===== src/rtl/accel_spi_slave_if.sv =====
// ============================================================================
// Module      : accel_spi_slave_if
// Description : SPI bus bundle (mode 0) between a master and the accelerometer
//               register slave.
// Revision    : 1.0 - initial release
// ============================================================================
`default_nettype none

interface accel_spi_slave_if;
    logic sclk;
    logic cs;
    logic mosi;
    logic miso;
    logic miso_oe;

    modport master (
        output sclk,
        output cs,
        output mosi,
        input  miso,
        input  miso_oe
    );

    modport slave (
        input  sclk,
        input  cs,
        input  mosi,
        output miso,
        output miso_oe
    );
endinterface

`default_nettype wire


===== src/rtl/accel_spi_slave.sv =====
// ============================================================================
// Module      : accel_spi_slave
// Description : Mode-0 SPI register slave for an accelerometer, oversampled by
//               clk. Macro ACCEL_AUTOINC_EN enables address auto-increment.
// Revision    : 1.0 - initial release
// ============================================================================
`default_nettype none

module accel_spi_slave #(
    parameter int         SYNC_STAGES = 2,
    parameter logic [7:0] DEV_ID      = 8'hAD
) (
    input  wire logic             clk,
    input  wire logic             rst_n,
    accel_spi_slave_if.slave      spi,
    input  wire logic [7:0]       x_data,
    input  wire logic [7:0]       y_data,
    input  wire logic [7:0]       z_data,
    output logic                  meas_mode,
    output logic                  soft_rst
);

    localparam logic [7:0] c_cmd_write  = 8'h0A;
    localparam logic [7:0] c_cmd_read   = 8'h0B;
    localparam logic [7:0] c_srst_addr  = 8'h1F;
    localparam logic [7:0] c_srst_key   = 8'h52;
    localparam logic [3:0] c_power_ctl  = 4'hD;

    typedef enum logic [2:0] {
        ST_IDLE   = 3'd0,
        ST_CMD    = 3'd1,
        ST_ADDR   = 3'd2,
        ST_DATA   = 3'd3,
        ST_IGNORE = 3'd4
    } state_t;

    // Reset: asserted asynchronously, released synchronously to clk
    logic [1:0] rst_sync_q, rst_sync_d;
    logic       rst_int_n;

    logic [SYNC_STAGES-1:0] sclk_sync_q, sclk_sync_d;
    logic [SYNC_STAGES-1:0] cs_sync_q,   cs_sync_d;
    logic [SYNC_STAGES-1:0] mosi_sync_q, mosi_sync_d;
    logic sclk_prev_q, sclk_prev_d;
    logic cs_prev_q,   cs_prev_d;

    state_t      state_q, state_d;
    logic [2:0]  bit_cnt_q, bit_cnt_d;
    logic [6:0]  rx_sh_q, rx_sh_d;
    logic [7:0]  tx_sh_q, tx_sh_d;
    logic [7:0]  addr_q, addr_d;
    logic        is_read_q, is_read_d;
    logic        miso_q, miso_d;
    logic        miso_oe_q, miso_oe_d;
    logic        soft_rst_q, soft_rst_d;
    logic [7:0]  x_snap_q, x_snap_d;
    logic [7:0]  y_snap_q, y_snap_d;
    logic [7:0]  z_snap_q, z_snap_d;
    logic [15:0][7:0] rw_regs_q, rw_regs_d;

    logic       sclk_s, cs_s, mosi_s;
    logic       sclk_rise, sclk_fall, cs_fall;
    logic       byte_done;
    logic [7:0] rx_byte;
    logic [7:0] addr_inc;
    logic [7:0] rd_addr;
    logic [7:0] rd_data;

    assign rst_sync_d = {rst_sync_q[0], 1'b1};
    assign rst_int_n  = rst_sync_q[1];

    always_ff @(posedge clk or negedge rst_n) begin
        if (!rst_n) begin
            rst_sync_q <= 2'b00;
        end else begin
            rst_sync_q <= rst_sync_d;
        end
    end

    assign sclk_s    = sclk_sync_q[SYNC_STAGES-1];
    assign cs_s      = cs_sync_q[SYNC_STAGES-1];
    assign mosi_s    = mosi_sync_q[SYNC_STAGES-1];
    assign sclk_rise = sclk_s & ~sclk_prev_q;
    assign sclk_fall = ~sclk_s & sclk_prev_q;
    assign cs_fall   = ~cs_s & cs_prev_q;
    assign byte_done = sclk_rise && (bit_cnt_q == 3'd7);
    assign rx_byte   = {rx_sh_q, mosi_s};

`ifdef ACCEL_AUTOINC_EN
    assign addr_inc = addr_q + 8'd1;
`else
    assign addr_inc = addr_q;
`endif

    // Address of the byte to preload: the new address while in ADDR,
    // otherwise the address the next DATA byte will use
    assign rd_addr = (state_q == ST_ADDR) ? rx_byte : addr_inc;

    always_comb begin
        rd_data = 8'h00;
        if (rd_addr[7:4] == 4'h2) begin
            rd_data = rw_regs_q[rd_addr[3:0]];
        end else begin
            case (rd_addr)
                8'h00:   rd_data = DEV_ID;
                8'h01:   rd_data = 8'h1D;
                8'h02:   rd_data = 8'hF2;
                8'h08:   rd_data = x_snap_q;
                8'h09:   rd_data = y_snap_q;
                8'h0A:   rd_data = z_snap_q;
                default: rd_data = 8'h00;
            endcase
        end
    end

    always_comb begin
        sclk_sync_d = {sclk_sync_q[SYNC_STAGES-2:0], spi.sclk};
        cs_sync_d   = {cs_sync_q[SYNC_STAGES-2:0],   spi.cs};
        mosi_sync_d = {mosi_sync_q[SYNC_STAGES-2:0], spi.mosi};
        sclk_prev_d = sclk_s;
        cs_prev_d   = cs_s;

        state_d    = state_q;
        bit_cnt_d  = bit_cnt_q;
        rx_sh_d    = rx_sh_q;
        tx_sh_d    = tx_sh_q;
        addr_d     = addr_q;
        is_read_d  = is_read_q;
        miso_d     = 1'b0;
        miso_oe_d  = ~cs_s;
        soft_rst_d = 1'b0;
        x_snap_d   = x_snap_q;
        y_snap_d   = y_snap_q;
        z_snap_d   = z_snap_q;
        rw_regs_d  = rw_regs_q;

        if (sclk_rise) begin
            rx_sh_d   = rx_byte[6:0];
            bit_cnt_d = bit_cnt_q + 3'd1;
        end

        if (cs_s) begin
            // Deselect aborts everything; a partial byte is simply dropped
            state_d   = ST_IDLE;
            bit_cnt_d = 3'd0;
        end else begin
            case (state_q)
                ST_IDLE: begin
                    bit_cnt_d = 3'd0;
                    if (cs_fall) begin
                        state_d  = ST_CMD;
                        x_snap_d = x_data;
                        y_snap_d = y_data;
                        z_snap_d = z_data;
                    end
                end
                ST_CMD: begin
                    if (byte_done) begin
                        if (rx_byte == c_cmd_write) begin
                            state_d   = ST_ADDR;
                            is_read_d = 1'b0;
                        end else if (rx_byte == c_cmd_read) begin
                            state_d   = ST_ADDR;
                            is_read_d = 1'b1;
                        end else begin
                            state_d = ST_IGNORE;
                        end
                    end
                end
                ST_ADDR: begin
                    if (byte_done) begin
                        state_d = ST_DATA;
                        addr_d  = rx_byte;
                        tx_sh_d = rd_data;
                    end
                end
                ST_DATA: begin
                    if (is_read_q) begin
                        miso_d = miso_q;
                        if (sclk_fall) begin
                            miso_d  = tx_sh_q[7];
                            tx_sh_d = {tx_sh_q[6:0], 1'b0};
                        end
                        if (byte_done) begin
                            addr_d  = addr_inc;
                            tx_sh_d = rd_data;
                        end
                    end else if (byte_done) begin
                        addr_d = addr_inc;
                        if (addr_q[7:4] == 4'h2) begin
                            rw_regs_d[addr_q[3:0]] = rx_byte;
                        end else if ((addr_q == c_srst_addr) && (rx_byte == c_srst_key)) begin
                            soft_rst_d = 1'b1;
                            rw_regs_d  = '0;
                        end
                    end
                end
                default: ;
            endcase
        end
    end

    always_ff @(posedge clk or negedge rst_int_n) begin
        if (!rst_int_n) begin
            sclk_sync_q <= '0;
            cs_sync_q   <= '1;
            mosi_sync_q <= '0;
            sclk_prev_q <= 1'b0;
            cs_prev_q   <= 1'b1;
            state_q     <= ST_IDLE;
            bit_cnt_q   <= 3'd0;
            rx_sh_q     <= 7'd0;
            tx_sh_q     <= 8'd0;
            addr_q      <= 8'd0;
            is_read_q   <= 1'b0;
            miso_q      <= 1'b0;
            miso_oe_q   <= 1'b0;
            soft_rst_q  <= 1'b0;
            x_snap_q    <= 8'd0;
            y_snap_q    <= 8'd0;
            z_snap_q    <= 8'd0;
            rw_regs_q   <= '0;
        end else begin
            sclk_sync_q <= sclk_sync_d;
            cs_sync_q   <= cs_sync_d;
            mosi_sync_q <= mosi_sync_d;
            sclk_prev_q <= sclk_prev_d;
            cs_prev_q   <= cs_prev_d;
            state_q     <= state_d;
            bit_cnt_q   <= bit_cnt_d;
            rx_sh_q     <= rx_sh_d;
            tx_sh_q     <= tx_sh_d;
            addr_q      <= addr_d;
            is_read_q   <= is_read_d;
            miso_q      <= miso_d;
            miso_oe_q   <= miso_oe_d;
            soft_rst_q  <= soft_rst_d;
            x_snap_q    <= x_snap_d;
            y_snap_q    <= y_snap_d;
            z_snap_q    <= z_snap_d;
            rw_regs_q   <= rw_regs_d;
        end
    end

    assign spi.miso    = miso_q;
    assign spi.miso_oe = miso_oe_q;
    assign soft_rst    = soft_rst_q;
    assign meas_mode   = (rw_regs_q[c_power_ctl][1:0] == 2'b10);

endmodule

`default_nettype wire


===== src/flat_wrapper.sv =====
// flat-port wrapper written by rule: the top's interface ports become plain ports
module accel_spi_slave_flat 
#(
    parameter int         SYNC_STAGES = 2,
    parameter logic [7:0] DEV_ID      = 8'hAD
)
  (clk, rst_n, x_data, y_data, z_data, meas_mode, soft_rst, spi_sclk, spi_cs, spi_mosi, spi_miso, spi_miso_oe);
  accel_spi_slave_if spi_i ();
  input  wire logic clk;
  input  wire logic rst_n;
  input  wire logic [7:0] x_data;
  input  wire logic [7:0] y_data;
  input  wire logic [7:0] z_data;
  output logic meas_mode;
  output logic soft_rst;
  input wire logic [$bits(spi_i.sclk)-1:0] spi_sclk;
  input wire logic [$bits(spi_i.cs)-1:0] spi_cs;
  input wire logic [$bits(spi_i.mosi)-1:0] spi_mosi;
  output wire logic [$bits(spi_i.miso)-1:0] spi_miso;
  output wire logic [$bits(spi_i.miso_oe)-1:0] spi_miso_oe;
  assign spi_i.sclk = spi_sclk;
  assign spi_i.cs = spi_cs;
  assign spi_i.mosi = spi_mosi;
  assign spi_miso = spi_i.miso;
  assign spi_miso_oe = spi_i.miso_oe;
  accel_spi_slave #(.SYNC_STAGES(SYNC_STAGES), .DEV_ID(DEV_ID)) u_core (.clk(clk), .rst_n(rst_n), .spi(spi_i), .x_data(x_data), .y_data(y_data), .z_data(z_data), .meas_mode(meas_mode), .soft_rst(soft_rst));
endmodule

===== config.mk =====
export PLATFORM = sky130hd
export DESIGN_NAME = accel_spi_slave_flat
export DESIGN_NICKNAME = d
export VERILOG_FILES = /design/src/rtl/accel_spi_slave_if.sv /design/src/rtl/accel_spi_slave.sv /design/src/flat_wrapper.sv
export SDC_FILE = /design/constraint.sdc
export NUM_CORES = 1
export LEC_CHECK = 0
export ABC_AREA = 0
export CORE_MARGIN = 2
export CORE_UTILIZATION = 54
export DETAILED_ROUTE_END_ITERATION = 10
export PLACE_DENSITY = 0.72
export SETUP_SLACK_MARGIN = 0.2
export SYNTH_ARGS = -nofsm -noshare
export SYNTH_HDL_FRONTEND = slang
export SYNTH_SLANG_ARGS = --single-unit

===== constraint.sdc =====
create_clock -name clk -period 8.2 [get_ports clk]
set_clock_uncertainty 0.15 [all_clocks]
set_input_delay 1.64 -clock clk [delete_from_list [all_inputs] [get_ports clk]]
set_output_delay 1.64 -clock clk [all_outputs]
set_load 0.01 [all_outputs]

==> impl_metrics.xml, run 1 <==
<?xml version="1.0" encoding="UTF-8"?>
<metrics>
  <group name="sta">
    <metric name="slew_viols_final" unit="">0</metric>
    <metric name="worst_slack" unit="ns">4.43</metric>
    <metric name="fin_crit_sh" unit="%">46.0</metric>
    <metric name="slew_headroom" unit="%">8.74</metric>
    <metric name="fin_setup_tns" unit="ns">0</metric>
    <metric name="transition_at_the_pin_with_the_smallest_max_transition_slack" unit="ns">1.37</metric>
    <metric name="rsz_0062_raised_after_global_routing" unit="">false</metric>
    <metric name="setup_viol" unit="">0</metric>
    <metric name="timing.fmax" unit="MHz">265</metric>
    <metric name="timing_hold_violations_final" unit="">0</metric>
    <metric name="fin_crit" unit="ns">3.77</metric>
  </group>
  <group name="synthesis">
    <metric name="post_synth.cell_area_avg" unit="um^2">11.9</metric>
    <metric name="syn_nets" unit="">840</metric>
    <metric name="synth_async_sr_flop_share" unit="%">100</metric>
    <metric name="synth_cell_types" unit="">73</metric>
    <metric name="post_synth_inst_count" unit="">809</metric>
    <metric name="ys.warnings.count" unit="">0</metric>
    <metric name="synth.yosys.seq_area_share" unit="%">50.7</metric>
    <metric name="synthFlopType" unit="">sky130_fd_sc_hd__dfrtp_1</metric>
    <metric name="synth_edf_count" unit="">0</metric>
    <metric name="synth.ff_latch_count" unit="">195</metric>
    <metric name="synth_area" unit="um^2">9640</metric>
  </group>
  <group name="cts">
    <metric name="cts_tree" unit="">yes</metric>
    <metric name="cts_hold_buf" unit="">0</metric>
    <metric name="tritoncts_num_sinks" unit="">195</metric>
    <metric name="setup_bufs_post_cts" unit="">0</metric>
    <metric name="postCtsResizedCells" unit="">0</metric>
    <metric name="cts_inserted_buffers" unit="">17</metric>
    <metric name="cts_htree_levels" unit="">4</metric>
    <metric name="cts_root_buf" unit="">sky130_fd_sc_hd__clkbuf_16</metric>
    <metric name="clk_transition_reported_paths" unit="ns">0.08</metric>
    <metric name="cts-root-to-sink-buffers" unit="">2</metric>
    <metric name="worst_skew_pair.late_latency" unit="ns">0.46</metric>
  </group>
  <group name="critical_path">
    <metric name="setup.worst_path.class" unit="">register to register</metric>
    <metric name="timing.critical_path.required" unit="ns">8.36</metric>
    <metric name="regToRegStartpoint" unit="">u_core.state_q[0]</metric>
    <metric name="worstPathArrival" unit="ns">3.93</metric>
    <metric name="critical_path.startpoint" unit="">u_core.state_q[0]</metric>
    <metric name="reg2reg_slack" unit="ns">4.43</metric>
    <metric name="worst_r2r_path_depth" unit="">7</metric>
    <metric name="cp-start-kind" unit="">register</metric>
    <metric name="worstPathMaxFanout" unit="">25</metric>
    <metric name="r2r_end" unit="">u_core.tx_sh_q[3]</metric>
    <metric name="crit_end" unit="">u_core.tx_sh_q[3]</metric>
    <metric name="timing.critical_path.to_type" unit="">register</metric>
  </group>
  <group name="final_layout">
    <metric name="design.final.nets" unit="">845</metric>
    <metric name="mostFrequentLayoutCell" unit="">sky130_fd_sc_hd__dfrtp_1</metric>
    <metric name="antenna_cells" unit="">0</metric>
    <metric name="commonest_cells_after_routing_fill_and_taps_aside" unit="">191 x sky130_fd_sc_hd__dfrtp_1, 129 x sky130_fd_sc_hd__o2bb2ai_1, 67 x sky130_fd_sc_hd__mux2i_1</metric>
    <metric name="areaGrowthSynthToFinish" unit="%">10.1</metric>
    <metric name="post_route_cells_drive_above_1_share" unit="%">15.7</metric>
    <metric name="final_cell_count_no_fill" unit="">1052</metric>
  </group>
  <group name="floorplan">
    <metric name="start_util" unit="%">55.5</metric>
    <metric name="die_height" unit="um">138</metric>
    <metric name="die_w" unit="um">138</metric>
    <metric name="floorplan.io_pins" unit="">33</metric>
    <metric name="design.die.area" unit="um^2">18900</metric>
    <metric name="floorplan.rows" unit="">48</metric>
    <metric name="core_area" unit="um^2">17400</metric>
  </group>
  <group name="routing">
    <metric name="via_count" unit="">7179</metric>
    <metric name="route.detailed.drc" unit="">0</metric>
    <metric name="routed_wirelength" unit="um">26400</metric>
    <metric name="drtIter0Drc" unit="">851</metric>
    <metric name="drt-vias-per-instance" unit="">6.82</metric>
    <metric name="wire_per_inst" unit="um">25.1</metric>
    <metric name="ant_nets" unit="">0</metric>
    <metric name="detailedRoute.firstPassIterationCount" unit="">9</metric>
  </group>
  <group name="placed_design">
    <metric name="post-place-ws" unit="ns">4.54</metric>
    <metric name="io_buffer_count" unit="">32</metric>
    <metric name="place_inst" unit="">1020</metric>
    <metric name="placer_congestion" unit="">0.881</metric>
    <metric name="dp.final_hpwl" unit="um">17200</metric>
  </group>
  <group name="global_route">
    <metric name="first_pass_grt_wire_length" unit="um">41600</metric>
    <metric name="global_route.overflow_total" unit="">0</metric>
    <metric name="grt_util_all_layers" unit="%">29.6</metric>
    <metric name="grt_start_max_net_pins" unit="">75</metric>
    <metric name="antenna_violations_before_repair" unit="">0</metric>
    <metric name="grt_pass1_vias" unit="">7161</metric>
  </group>
  <group name="power_and_ir_drop">
    <metric name="static-leakage-power" unit="nW">4.48</metric>
    <metric name="power.density" unit="nW/um^2">189</metric>
    <metric name="irDropWorstVdd" unit="V">0.000159</metric>
  </group>
  <group name="run">
    <metric name="drv_cap" unit="">0</metric>
  </group>
  <group name="outcome">
    <metric name="run_status" unit="">finished clean</metric>
  </group>
  <group name="worst_hold_path">
    <metric name="worst_hold_path_type" unit="">register to asynchronous set/reset pin</metric>
  </group>
</metrics>
## routing by layer
layer / up-vias / track usage, % / part of all wire, %
met4: 0 / 11.8 / 3.0
met5: - / 0 / 0
met2: 347 / 43.6 / 46
met3: 50 / 8.20 / 8.2
li1: 3113 / - / -
met1: 3669 / 41.5 / 43
## power by group
part           internal (mW)  leakage (nW)  switching, mW
sequential              1.00          2.58         0.0511
combinational         0.0552          1.62         0.0461
clock                  0.433         0.282          0.415
## Yosys cell counts (7+ instances only)
master	number	area share, %
sky130_fd_sc_hd__buf_2	25	1.3
sky130_fd_sc_hd__o21ai_4	10	1.7
sky130_fd_sc_hd__nor2_1	28	1.1
sky130_fd_sc_hd__mux2i_1	67	7.0
sky130_fd_sc_hd__nor2b_1	16	1.0
sky130_fd_sc_hd__nand2_1	60	2.3
sky130_fd_sc_hd__inv_1	25	0.97
sky130_fd_sc_hd__mux4_2	7	1.6
sky130_fd_sc_hd__o21ai_0	9	0.47
sky130_fd_sc_hd__nor3_1	9	0.47
sky130_fd_sc_hd__nand3_1	20	1.0
sky130_fd_sc_hd__o2bb2ai_1	129	12
sky130_fd_sc_hd__a211oi_1	19	1.5
sky130_fd_sc_hd__dfrtp_1	192	50
sky130_fd_sc_hd__a21oi_1	12	0.62
sky130_fd_sc_hd__a31oi_1	9	0.58
sky130_fd_sc_hd__clkbuf_1	15	0.58
sky130_fd_sc_hd__mux2_2	44	5.1
## final cells by class
cell class              instances  area (um^2)
fillers                      1384         6750
flip-flops and latches        195         4890
multi-input cells             535         4370
clock buffers                  17          425
repair buffers                 40          380
well taps                     225          282
clock inverters                15          171
inverters                      25         93.8
## stage by stage
step	utilization (%)	cell area [um^2]	hold slack (ns)	power, mW
floorplan	-	9640	0.181	1.13
global placement	57.7	10000	0.191	1.16
detailed placement	57.7	10000	0.186	1.17
CTS	61.1	10600	0.200	2.01
global route	61.1	10600	0.214	2.07
finish	61.1	10600	0.198	2.00
## critical path, cell delays in order (launching register included)
cell and delay, ns:
sky130_fd_sc_hd__dfrtp_1 0.56, sky130_fd_sc_hd__or3b_1 0.44, sky130_fd_sc_hd__buf_4 0.25, sky130_fd_sc_hd__a21oi_2 1.04, sky130_fd_sc_hd__mux2i_1 0.19, sky130_fd_sc_hd__mux2_2 0.32, sky130_fd_sc_hd__a221oi_1 0.50, sky130_fd_sc_hd__o221ai_1 0.18
## registers in the layout (all words and copies together) (netlist names), 2 cells and up
register and flops:
u_core.x_snap_q 8, u_core.addr_inc 8, u_core.bit_cnt_q 3, u_core.y_snap_q 8, u_core.mosi_sync_q 2, u_core.rx_sh_q 7
u_core.cs_sync_q 2, u_core.rst_sync_q 2, u_core.tx_sh_q 8, u_core.z_snap_q 8, u_core.sclk_sync_q 2, u_core.state_q 3
u_core.rw_regs_q 128
## worst min path at each step
stage / start / end / slack [ns] / cells after the start
6_report: u_core.rst_sync_q[1] / u_core.rw_regs_q[95] / 0.20 / 0
5_1_grt: u_core.cs_sync_q[0] / u_core.cs_sync_q[1] / 0.21 / 0
4_1_cts: u_core.mosi_sync_q[0] / u_core.mosi_sync_q[1] / 0.20 / 0
3_5_place_dp: u_core.sclk_sync_q[0] / u_core.sclk_sync_q[1] / 0.19 / 0
3_3_place_gp: u_core.rst_sync_q[0] / u_core.rst_sync_q[1] / 0.19 / 0
2_1_floorplan: u_core.mosi_sync_q[0] / u_core.mosi_sync_q[1] / 0.18 / 0
## kinds of logic (layout without fill, tap and decap cells)
family	Yosys count	after routing	synth area share [%]
compound gates	243	243	22.1
xor+xnor	1	1	0.0909
fa+ha+maj	2	2	0.260
buf+inv	79	97	4.08
flops	195	195	50.7
mux	119	119	13.9
other cells	1	1	0.0389
simple gates	169	169	8.94
(Power assumes the default switching activity.)
==> inputs of run 2 (changes only) <==
--- a/config.mk
+++ b/config.mk
@@ -9,7 +9,7 @@
 export CORE_MARGIN = 2
 export CORE_UTILIZATION = 54
 export DETAILED_ROUTE_END_ITERATION = 10
-export PLACE_DENSITY = 0.72
+export PLACE_DENSITY = 0.74
 export SETUP_SLACK_MARGIN = 0.2
 export SYNTH_ARGS = -nofsm -noshare
 export SYNTH_HDL_FRONTEND = slang
==> constraint.sdc (replaced) <==
create_clock -name clk -period 3.3 [get_ports clk]
set_clock_uncertainty 0.15 [all_clocks]
set_input_delay 0.66 -clock clk [delete_from_list [all_inputs] [get_ports clk]]
set_output_delay 0.66 -clock clk [all_outputs]
set_load 0.01 [all_outputs]
==> run 2 against run 1 <==
Effect of this change: wire length grew 4.2%; sequential power rose by 150%; die area is the same; global-route usage grew 1.0 points; clock power increased to 2.6 times the previous value; cell count grew 2.9%; cell area rose by 2.5%; hold slack lost 0.024 ns; non-clock buffer count grew 30; first-iteration DRC count down 11%.
==> impl_metrics.xml, run 2 (same netlist as run 1, synthesis figures left out) <==
<?xml version="1.0" encoding="UTF-8"?>
<metrics>
  <group name="outcome">
    <metric name="run_status" unit="">finished clean</metric>
  </group>
  <group name="critical_path">
    <metric name="worstPathArrival" unit="ns">3.16</metric>
    <metric name="cp-start-kind" unit="">register</metric>
    <metric name="worst_r2r_path_depth" unit="">5</metric>
    <metric name="setup.worst_path.class" unit="">register to register</metric>
    <metric name="timing.critical_path.to_type" unit="">register</metric>
    <metric name="worstPathMaxFanout" unit="">16</metric>
    <metric name="timing.critical_path.required" unit="ns">3.50</metric>
  </group>
  <group name="cts">
    <metric name="cts_htree_levels" unit="">4</metric>
    <metric name="cts_hold_buf" unit="">0</metric>
    <metric name="cts_tree" unit="">yes</metric>
    <metric name="cts_root_buf" unit="">sky130_fd_sc_hd__clkbuf_16</metric>
    <metric name="cts_inserted_buffers" unit="">17</metric>
    <metric name="clk_transition_reported_paths" unit="ns">0.09</metric>
    <metric name="worst_skew_pair.late_latency" unit="ns">0.45</metric>
    <metric name="setup_bufs_post_cts" unit="">0</metric>
    <metric name="cts-root-to-sink-buffers" unit="">2</metric>
    <metric name="postCtsResizedCells" unit="">0</metric>
    <metric name="tritoncts_num_sinks" unit="">195</metric>
  </group>
  <group name="sta">
    <metric name="transition_at_the_pin_with_the_smallest_max_transition_slack" unit="ns">0.991</metric>
    <metric name="fin_crit_sh" unit="%">89.9</metric>
    <metric name="timing_hold_violations_final" unit="">0</metric>
    <metric name="fin_setup_tns" unit="ns">0</metric>
    <metric name="fin_crit" unit="ns">2.97</metric>
    <metric name="timing.fmax" unit="MHz">337</metric>
    <metric name="setup_viol" unit="">0</metric>
    <metric name="slew_viols_final" unit="">0</metric>
    <metric name="rsz_0062_raised_after_global_routing" unit="">false</metric>
    <metric name="slew_headroom" unit="%">33.8</metric>
  </group>
  <group name="power_and_ir_drop">
    <metric name="static-leakage-power" unit="nW">4.65</metric>
    <metric name="irDropWorstVdd" unit="V">0.000623</metric>
    <metric name="clock_power_share" unit="%">42.9</metric>
    <metric name="total_switching_power" unit="mW">1.38</metric>
    <metric name="power.internal" unit="mW">3.68</metric>
    <metric name="pwr-share-seq" unit="%">51.3</metric>
    <metric name="p_comb_share" unit="%">5.7</metric>
    <metric name="power_switching_share" unit="%">27.2</metric>
    <metric name="power.density" unit="nW/um^2">465</metric>
  </group>
  <group name="final_layout">
    <metric name="regMostFlops" unit="">u_core.rw_regs_q</metric>
    <metric name="design.final.nets" unit="">875</metric>
    <metric name="final_design_area_no_fill" unit="um^2">10900</metric>
    <metric name="mostFrequentLayoutCell" unit="">sky130_fd_sc_hd__dfrtp_1</metric>
    <metric name="fillerInstances" unit="">1337</metric>
    <metric name="areaGrowthSynthToFinish" unit="%">12.9</metric>
    <metric name="antenna_cells" unit="">0</metric>
    <metric name="post_route_cells_drive_above_1_share" unit="%">18.7</metric>
    <metric name="commonest_cells_after_routing_fill_and_taps_aside" unit="">191 x sky130_fd_sc_hd__dfrtp_1, 129 x sky130_fd_sc_hd__o2bb2ai_1, 67 x sky130_fd_sc_hd__mux2i_1</metric>
    <metric name="largest_register_ffs" unit="">128</metric>
  </group>
  <group name="placed_design">
    <metric name="placer_congestion" unit="">0.989</metric>
    <metric name="dp.final_hpwl" unit="um">18800</metric>
    <metric name="place_area" unit="um^2">10200</metric>
    <metric name="io_buffer_count" unit="">32</metric>
  </group>
  <group name="global_route">
    <metric name="grt_util_all_layers" unit="%">30.6</metric>
    <metric name="global_route.overflow_total" unit="">0</metric>
    <metric name="grt_pass1_vias" unit="">7386</metric>
    <metric name="first_pass_grt_wire_length" unit="um">43200</metric>
    <metric name="antenna_violations_before_repair" unit="">0</metric>
    <metric name="grt_start_max_net_pins" unit="">107</metric>
  </group>
  <group name="floorplan">
    <metric name="floorplan.rows" unit="">48</metric>
    <metric name="design.die.area" unit="um^2">18900</metric>
    <metric name="start_util" unit="%">55.5</metric>
    <metric name="core_area" unit="um^2">17400</metric>
    <metric name="die_height" unit="um">138</metric>
    <metric name="die_w" unit="um">138</metric>
    <metric name="floorplan.io_pins" unit="">33</metric>
  </group>
  <group name="routing">
    <metric name="route.detailed.drc" unit="">0</metric>
    <metric name="detailedRoute.firstPassIterationCount" unit="">7</metric>
    <metric name="drt-vias-per-instance" unit="">6.85</metric>
    <metric name="drtIter0Drc" unit="">758</metric>
    <metric name="ant_nets" unit="">0</metric>
    <metric name="via_count" unit="">7412</metric>
    <metric name="wire_per_inst" unit="um">25.5</metric>
    <metric name="routed_wirelength" unit="um">27500</metric>
  </group>
  <group name="run">
    <metric name="drv_cap" unit="">0</metric>
  </group>
  <group name="worst_hold_path">
    <metric name="worst_hold_path_type" unit="">register to asynchronous set/reset pin</metric>
  </group>
</metrics>
==> run 2: cell types whose count changed in the layout (fill, tap and decap cells not counted), sizes merged <==
cell      change
clkinvlp      -3
inv           +6
buf          +30
bufinv        -1
clkinv        -2
==> run 2: critical path, cell delays in order (launching register included) <==
cell                        delay (ns)
sky130_fd_sc_hd__dfrtp_1          0.54
sky130_fd_sc_hd__or3b_4           0.45
sky130_fd_sc_hd__or3_1            0.46
sky130_fd_sc_hd__nor2_4           0.25
sky130_fd_sc_hd__nand2_1          0.54
sky130_fd_sc_hd__o2bb2ai_1        0.46
==> run 2: power groups by stage <==
stage | clock, mW | sequential [mW] | combinational [mW]
after floorplan | 0 | 2.62 | 0.177
after global placement | 0 | 2.63 | 0.278
after detailed placement | 0 | 2.64 | 0.289
after CTS | 2.19 | 2.59 | 0.291
after global routing | 2.30 | 2.61 | 0.316
final | 2.17 | 2.60 | 0.289
==> run 2: worst paths after layout <==
kind / startpoint / endpoint / slack, ns
setup reg to reg: u_core.state_q[1] / u_core.rw_regs_q[74] / 0.33
max in group asynchronous: u_core.rst_sync_q[1] / u_core.mosi_sync_q[1] / 1.79
hold / removal: u_core.rst_sync_q[1] / u_core.rw_regs_q[64] / 0.17
setup / recovery: u_core.state_q[1] / u_core.rw_regs_q[74] / 0.33
min in group clk: u_core.sclk_sync_q[0] / u_core.sclk_sync_q[1] / 0.20
hold reg to reg: u_core.rst_sync_q[1] / u_core.rw_regs_q[64] / 0.17
==> run 2: layout make-up <==
class / count / area [um^2] / area share, %
inverter: 25 / 93.8 / 0.862
sequential: 195 / 4890 / 44.9
clock buffer: 17 / 425 / 3.91
timing repair buffer: 70 / 631 / 5.80
clock inverter: 15 / 191 / 1.76
tap: 225 / 282 / 2.59
multi-input combinational: 535 / 4370 / 40.2
==> run 2: routing by layer <==
metal / vias to the layer above / wire length (um) / share of wire (%) / track usage (%)
met5: - / 0 / 0 / 0
met4: 0 / 872 / 3.2 / 11.1
met3: 73 / 2390 / 8.7 / 6.59
met2: 430 / 12700 / 46 / 46.7
met1: 3760 / 11600 / 42 / 43.2
li1: 3149 / - / - / -
==> run 2: stage by stage <==
step | std cells | utilization, % | worst slack [ns] | hold WS (ns) | power, mW
after global routing | 1082 | 62.7 | 0.217 | 0.203 | 5.22
after floorplan | 809 | - | 0.826 | 0.181 | 2.80
after global placement | 1048 | 59.1 | 0.416 | 0.186 | 2.91
after detailed placement | 1048 | 59.1 | 0.315 | 0.191 | 2.93
after CTS | 1080 | 62.6 | 0.273 | 0.203 | 5.08
final | 1082 | 62.7 | 0.335 | 0.174 | 5.06
